## config.mk

```make
export PLATFORM = sky130hd
export DESIGN_NAME = int_ctrl_flat
export DESIGN_NICKNAME = d
export VERILOG_FILES = /design/src/rtl/int_ctrl_if.sv /design/src/rtl/int_ctrl.sv /design/src/flat_wrapper.sv
export SDC_FILE = /design/constraint.sdc
export NUM_CORES = 1
export LEC_CHECK = 0
export BUFFER_PORTS_ARGS = -buffer_cell sky130_fd_sc_hd__buf_2
export CORE_ASPECT_RATIO = 1.2
export CORE_MARGIN = 5
export CORE_UTILIZATION = 47
export CTS_CLUSTER_DIAMETER = 80
export DETAILED_ROUTE_END_ITERATION = 8
export GPL_TIMING_DRIVEN = 0
export PLACE_DENSITY = 0.89
export SKIP_LAST_GASP = 1
export SLEW_MARGIN = 10
export SYNTH_ARGS = -nofsm -noshare
export SYNTH_HDL_FRONTEND = slang
export SYNTH_SLANG_ARGS = --single-unit
```

## constraint.sdc

```tcl
create_clock -name clk -period 1.29 [get_ports clk]
set_input_delay 0.1935 -clock clk [delete_from_list [all_inputs] [get_ports clk]]
set_output_delay 0.1935 -clock clk [all_outputs]
set_load 0.005 [all_outputs]
```

## src/rtl/int_ctrl_if.sv

```systemverilog
// Register-window bus between the load/store side and the interrupt controller.
// The master drives writes and the read address; the slave returns combinational read data.
interface int_ctrl_if;
    logic        we_i;
    logic [1:0]  waddr_i;
    logic [31:0] wdata_i;
    logic [1:0]  raddr_i;
    logic [31:0] rdata_o;

    modport master (output we_i, output waddr_i, output wdata_i, output raddr_i, input rdata_o);
    modport slave  (input we_i, input waddr_i, input wdata_i, input raddr_i, output rdata_o);
endinterface

```

## src/rtl/int_ctrl.sv

```systemverilog
// Interrupt controller: synchronises external IRQs, latches them edge/level, masks, drives int_o.
// Optional priority ID register at address 3 is built only when INT_CTRL_PRIO_EN is defined.
module int_ctrl #(
    parameter int NUM_SRC     = 5,
    parameter int SYNC_STAGES = 2
) (
    input  logic               clk,
    input  logic               rst,
    int_ctrl_if.slave          bus,
    input  logic [NUM_SRC-1:0] irq_i,
    input  logic               timer_int_i,
    output logic [5:0]         int_o
);

    localparam logic [5:0] SRC_MASK  = 6'h20 | 6'((1 << NUM_SRC) - 1);
    localparam logic [1:0] ADDR_EN   = 2'd0;
    localparam logic [1:0] ADDR_TRIG = 2'd1;
    localparam logic [1:0] ADDR_PEND = 2'd2;
    localparam logic [1:0] ADDR_ID   = 2'd3;

    logic [NUM_SRC-1:0] sync_q [SYNC_STAGES];
    logic [NUM_SRC-1:0] sync_d [SYNC_STAGES];
    logic [4:0]         prev_q, prev_d;
    logic [4:0]         trig_q, trig_d;
    logic [5:0]         en_q, en_d;
    logic [5:0]         pend_q, pend_d;
    logic [5:0]         int_q, int_d;
    logic [4:0]         src_s;
    logic [4:0]         rise;
    logic [5:0]         w1c;
    logic               unused_wdata;

    assign unused_wdata = ^bus.wdata_i[31:6];

    // Sources are padded to 5 bits so absent lines read as permanently low
    always_comb begin
        sync_d[0] = irq_i;
        for (int k = 1; k < SYNC_STAGES; k++) begin
            sync_d[k] = sync_q[k-1];
        end
        src_s = '0;
        src_s[NUM_SRC-1:0] = sync_q[SYNC_STAGES-1];
        prev_d = src_s;
        rise   = src_s & ~prev_q;
    end

    always_comb begin
        w1c = '0;
        if (bus.we_i && (bus.waddr_i == ADDR_PEND)) begin
            w1c = bus.wdata_i[5:0];
        end
        pend_d    = '0;
        pend_d[5] = timer_int_i;
        // Edge mode: a fresh edge beats a same-cycle clear
        for (int i = 0; i < 5; i++) begin
            pend_d[i] = trig_q[i] ? (rise[i] | (pend_q[i] & ~w1c[i])) : src_s[i];
        end
        int_d = pend_q & en_q;
    end

    always_comb begin
        en_d   = en_q;
        trig_d = trig_q;
        if (bus.we_i) begin
            case (bus.waddr_i)
                ADDR_EN:   en_d   = bus.wdata_i[5:0] & SRC_MASK;
                ADDR_TRIG: trig_d = bus.wdata_i[4:0] & SRC_MASK[4:0];
                default:   ;
            endcase
        end
    end

`ifdef INT_CTRL_PRIO_EN
    logic [5:0] act;
    logic [2:0] id;
    logic       id_vld;

    // Scan downward so the lowest active index is the one that sticks
    always_comb begin
        act    = pend_q & en_q;
        id     = '0;
        id_vld = 1'b0;
        for (int i = 5; i >= 0; i--) begin
            if (act[i]) begin
                id     = 3'(i);
                id_vld = 1'b1;
            end
        end
    end
`endif

    always_comb begin
        bus.rdata_o = '0;
        case (bus.raddr_i)
            ADDR_EN:   bus.rdata_o[5:0] = en_q;
            ADDR_TRIG: bus.rdata_o[4:0] = trig_q;
            ADDR_PEND: bus.rdata_o[5:0] = pend_q;
`ifdef INT_CTRL_PRIO_EN
            ADDR_ID:   bus.rdata_o = {id_vld, 28'b0, id};
`else
            ADDR_ID:   bus.rdata_o = '0;
`endif
            default:   bus.rdata_o = '0;
        endcase
    end

    always_ff @(posedge clk or negedge rst) begin
        if (!rst) begin
            for (int k = 0; k < SYNC_STAGES; k++) begin
                sync_q[k] <= '0;
            end
            prev_q <= '0;
            trig_q <= '0;
            en_q   <= '0;
            pend_q <= '0;
            int_q  <= '0;
        end else begin
            for (int k = 0; k < SYNC_STAGES; k++) begin
                sync_q[k] <= sync_d[k];
            end
            prev_q <= prev_d;
            trig_q <= trig_d;
            en_q   <= en_d;
            pend_q <= pend_d;
            int_q  <= int_d;
        end
    end

    assign int_o = int_q;

endmodule
```

## src/flat_wrapper.sv

```systemverilog
// flat-port wrapper written by rule: the top's interface ports become plain ports
module int_ctrl_flat 
#(
    parameter int NUM_SRC     = 5,
    parameter int SYNC_STAGES = 2
)
  (clk, rst, irq_i, timer_int_i, int_o, bus_we_i, bus_waddr_i, bus_wdata_i, bus_raddr_i, bus_rdata_o);
  int_ctrl_if bus_i ();
  input  logic clk;
  input  logic rst;
  input  logic [NUM_SRC-1:0] irq_i;
  input  logic timer_int_i;
  output logic [5:0] int_o;
  input wire logic [$bits(bus_i.we_i)-1:0] bus_we_i;
  input wire logic [$bits(bus_i.waddr_i)-1:0] bus_waddr_i;
  input wire logic [$bits(bus_i.wdata_i)-1:0] bus_wdata_i;
  input wire logic [$bits(bus_i.raddr_i)-1:0] bus_raddr_i;
  output wire logic [$bits(bus_i.rdata_o)-1:0] bus_rdata_o;
  assign bus_i.we_i = bus_we_i;
  assign bus_i.waddr_i = bus_waddr_i;
  assign bus_i.wdata_i = bus_wdata_i;
  assign bus_i.raddr_i = bus_raddr_i;
  assign bus_rdata_o = bus_i.rdata_o;
  int_ctrl #(.NUM_SRC(NUM_SRC), .SYNC_STAGES(SYNC_STAGES)) u_core (.clk(clk), .rst(rst), .bus(bus_i), .irq_i(irq_i), .timer_int_i(timer_int_i), .int_o(int_o));
endmodule
```

=== After elaboration in Yosys (flattened, before gate mapping) ===
Index checks and enable logic that the tools add are counted.

* Flip-flop bits (word level): 38
* Input port bits: 45
* Output and inout port bits: 38
* Word-level logic and storage cells: 43

* Eq/ne operators: 5
* Multiplexer cells: 8
* Bitwise operators: 18
* Reductions and logical operators: 5

{| class="wikitable"
|+ Operators by type and width
! kind !! count
|-
| one-hot mux 5 bit (4 select lines) || 1
|-
| AND 6 bit || 1
|-
| equality test 2 bit, second input constant || 3
|-
| AND 1 bit || 5
|-
| AND 5 bit || 1
|-
| 2-to-1 mux 1 bit || 5
|-
| 2-to-1 mux 5 bit || 1
|-
| inverter 1 bit || 5
|-
| inverter 5 bit || 1
|-
| bitwise OR 1 bit || 5
|-
| equality test 2 x 1 -> 1 bit, second input constant || 2
|-
| logical NOT 2 bit || 2
|-
| AND reduction 2 bit || 2
|-
| one-hot mux 1 bit (2 select lines) || 1
|-
| logical AND 1 bit || 1
|}

=== Depth between registers and ports, before layout ===
* Depth in word-level cells: 7
* Depth in mapped cells: 3
* Gate-level depth less buffers: 2

=== Worst setup path after synthesis ===
No wires, ideal clock.

* Path kind: in2reg
* Start point: input bus_waddr_i[1]
* End point: register u_core.en_q[0]
* Arrival: 0.839 ns
* Slack: 0.327 ns
* Cell stages on the path: 2
* Path through: nor3b_4 mux2_2

* Longest elaborated chain between the ends: 2

{| class="wikitable"
|+ RTL lines
! what !! RTL line !! text
|-
| start, declared || flat_wrapper.sv:15 || <nowiki>input wire logic [$bits(bus_i.waddr_i)-1:0] bus_waddr_i;</nowiki>
|-
| logical NOT 2 bit || int_ctrl.sv:65 || <nowiki>case (bus.waddr_i)</nowiki>
|-
| AND reduction 2 bit (no source line) || -- ||
|-
| end signal, assigned || int_ctrl.sv:123 || <nowiki>en_q <= en_d;</nowiki>
|-
| end, declared || int_ctrl.sv:25 || <nowiki>logic [5:0] en_q, en_d;</nowiki>
|}

No other way between the ends.
A chain may end at the register's enable or synchronous reset.

=== Final worst setup path ===
* Start point: register u_core.trig_q[4]
* End point: output bus_rdata_o[4]

* Longest elaborated chain between the ends: 1

{| class="wikitable"
|+ RTL lines
! what !! RTL line !! text
|-
| start, declared || int_ctrl.sv:24 || <nowiki>logic [4:0] trig_q, trig_d;</nowiki>
|-
| start signal, assigned || int_ctrl.sv:122 || <nowiki>trig_q <= trig_d;</nowiki>
|-
| one-hot mux 5 bit (4 select lines) || int_ctrl.sv:94 || <nowiki>case (bus.raddr_i)</nowiki>
|-
| end, declared || flat_wrapper.sv:18 || <nowiki>output wire logic [$bits(bus_i.rdata_o)-1:0] bus_rdata_o;</nowiki>
|}

No other way between the ends.

==> results.sh <==
export IMPL_path_buf_inv=1
export IMPL_avgRoutedWirePerCell_um=12.6
export IMPL_grt_use_met3_pct=4.89
export IMPL_diodes=0
export IMPL_vias_per_cell=4.50
export IMPL_dieArea_um2=4610
export IMPL_die_w_um=62.8
export IMPL_portBuffers=28
export IMPL_cp_required_ns=1.10
export IMPL_reg2reg_to="u_core.trig_q[4]"
export IMPL_slowest_delay_ns=0.39
export IMPL_grtUsageMet2_pct=19.8
export IMPL_timing_rr_start="u_core.trig_q[4]"
export IMPL_clock_fmax_ghz=0.793
export IMPL_area_sequential_um2=951
export IMPL_critPathCaptureType="primary output"
export IMPL_start_util_pct=48.0
export IMPL_cp_top_family="flip-flops"
export IMPL_tritoncts="built"
export IMPL_setup_violations=0
export IMPL_grt_pass1_wl_um=4500
export IMPL_nFillCells=279
export IMPL_synth_seq_area_share_pct=60.4
export IMPL_min_period_ns=1.26
export IMPL_nets=229
export IMPL_ant_nets=0
export IMPL_synth_top_cell_area_share_pct=60.4
export IMPL_reg2reg_slack_ns=0.27
export IMPL_pwr_density_cell_nw_per_um2=1410
export IMPL_outcome="finished with violations"
export IMPL_ioPinCount=83
export IMPL_grt_max_degree=39
export IMPL_grt_use_total_pct=12.8
export IMPL_cts_root_buf="clkbuf_8"
export IMPL_setup_ws_ns=0.0297
export IMPL_cts_sinks=38
export IMPL_maxCapViolations=0
export IMPL_busiest_layer="met2"
export IMPL_hold_ws_ns=-0.00604
export IMPL_synthDistinctLibCells=16
export IMPL_worst_path_stages=3
export IMPL_path_clk_slew_ns=0.07
export IMPL_crit_type="flop to primary output"
export IMPL_cts_buffers=5
export IMPL_worst_pin_slew_ns=0.808
export IMPL_critPathCapture="bus_rdata_o[4]"
export IMPL_yosysWarnings=0
export IMPL_drtPass1Iterations=4
export IMPL_antenna_found_initial=0
export IMPL_finalCritPeriodShare_pct=97.7
export IMPL_startpoint="u_core.trig_q[4]"
export IMPL_area_growth_pct=30.2
export IMPL_rows=23
export IMPL_multi_input_area_um2=513
export IMPL_clk_path_buf_depth=2
export IMPL_vdd_drop_max_uv=1230
export IMPL_ys_seq_elements=38
export IMPL_place_hpwl_um=2010
export IMPL_gr_usage_met1_pct=16.3
export IMPL_synth_area_top_cells="dfrtp_1 60%, buf_4 12%, mux2_2 7.9%"
export IMPL_setup_tns_ns=0
export IMPL_final_hold_viol_count=35
export IMPL_core_um2=3280
export IMPL_max_slew_margin_rel_pct=46.1
export IMPL_pre_cts_slack_ns=-0.0416
export IMPL_drv_slew=0
export IMPL_insertion_delay_ns=0.29
export IMPL_skew_ns=0.00256
export IMPL_final_common_cell="dfrtp_1"
export IMPL_drive_gt1_share_pct=44.3
export IMPL_mostFrequentLayoutCells="38 x dfrtp_1, 32 x buf_4, 29 x buf_2, 26 x conb_1, 11 x mux2_2"
export IMPL_hold_class="primary input to async pin"
export IMPL_worstPathMaxFanout=2
export IMPL_die_h_um=73.4
export IMPL_gp_congestion=0.768
export IMPL_vias=999
export IMPL_reg2regPathDepth=3
export IMPL_grt_overflow_total=0
export IMPL_crit_slowest_cell="dfrtp_1"
export IMPL_path_cells="mux2i_1 -> o2bb2ai_1 -> buf_2"
export IMPL_drcViolationCount=0
export IMPL_crit_arrival_ns=1.07
export IMPL_postSynthAreaPerCell_um2=13.8
export IMPL_fin_util_pct=62.5
export IMPL_yosysTopAreaCell="dfrtp_1"
export IMPL_syn_inst=114
export IMPL_rsz0062_at_grt="true"
export IMPL_syn_cell_area_um2=1570
export IMPL_crit_path_start_kind="flop"
export IMPL_totalWireLength_um=2810
export IMPL_htree_num_levels=2
export IMPL_failed_checks="hold timing"
export IMPL_cellLeakagePower_nw=1.05
export IMPL_drtIter0Drc=17
export IMPL_grt_pass1_vias=942
## metrics by stage
stage | area (um^2) | power, mW | std cells
global route | 2050 | 3.03 | 222
global placement | 1850 | 1.85 | 204
floorplan | 1670 | 1.70 | 139
detailed placement | 1850 | 1.87 | 204
finish | 2050 | 2.88 | 222
CTS | 2010 | 2.87 | 217
## routing by layer
layer	share of wire, %	wire length, um
met1	42	1190
met2	47	1320
met3	9.0	253
met4	1.6	44
met5	0	0
## cell type report
class	instances	area share [%]
clock buffers	5	3.36
multi-input cells	73	25.0
clock inverters	3	1.95
repair buffers	38	11.0
flip-flops and latches	38	46.4
plain buffers	28	10.0
well taps	37	2.26
## worst reg2reg max path, delay by kind of cell, from the launching register on
kind,cells,cell delay [ns]
buf+inv,2,0.27
flops,1,0.39
mux,1,0.25
## state kept, by name, summed over array words and instances (netlist names)
name           count
u_core.en_q        6
u_core.int_o       6
u_core.pend_q      6
u_core.prev_d      5
u_core.prev_q      5
u_core.sync_d      5
u_core.trig_q      5
## timing repair
action                     CTS  global route
pin swaps                    0             2
setup buffers                1             5
hold buffers                 4             0
hold endpoints to repair     4             0
setup endpoints to repair    5             4
resized for setup            1             0
## power by group
group | switching, mW | internal, mW
logic | 0.194 | 0.288
registers | 0.0851 | 1.34
clock network | 0.401 | 0.568
total | 0.681 | 2.20
## cell usage after synthesis
cell type / count
dfrtp_1: 38
buf_4: 26
mux2_2: 11
and2_1: 6
mux2i_1: 6
a32o_1: 5
nand2_1: 5
nand4b_1: 5
o2bb2ai_1: 5
and2b_1: 1
buf_2: 1
clkbuf_1: 1
conb_1: 1
nand3b_1: 1
nor2_1: 1
nor3b_4: 1
## kinds of logic (layout without fill, tap and decap cells)
logic type      count (synthesis)  count (layout)  synth area share [%]
buf+inv                        28              74                  13.0
simple gates                   20              20                  8.74
compound gates                 10              10                  5.96
other cells                     1              26                 0.238
mux                            17              17                  11.7
flops                          38              38                  60.4
## worst min path at each step
| stage | startpoint | to | slack [ns] | depth (start not counted) |
|---|---|---|---|---|
| after floorplan | rst | u_core.en_q[0] | -0.10 | 0 |
| after global placement | irq_i[3] | u_core.sync_d[3] | 0.30 | 1 |
| after detailed placement | irq_i[3] | u_core.sync_d[3] | 0.30 | 1 |
| after CTS | timer_int_i | u_core.pend_q[5] | 0.004 | 1 |
| after global routing | timer_int_i | u_core.pend_q[5] | 0.0007 | 1 |
| final | rst | u_core.en_q[4] | -0.006 | 1 |
(Power assumes the default switching activity.)
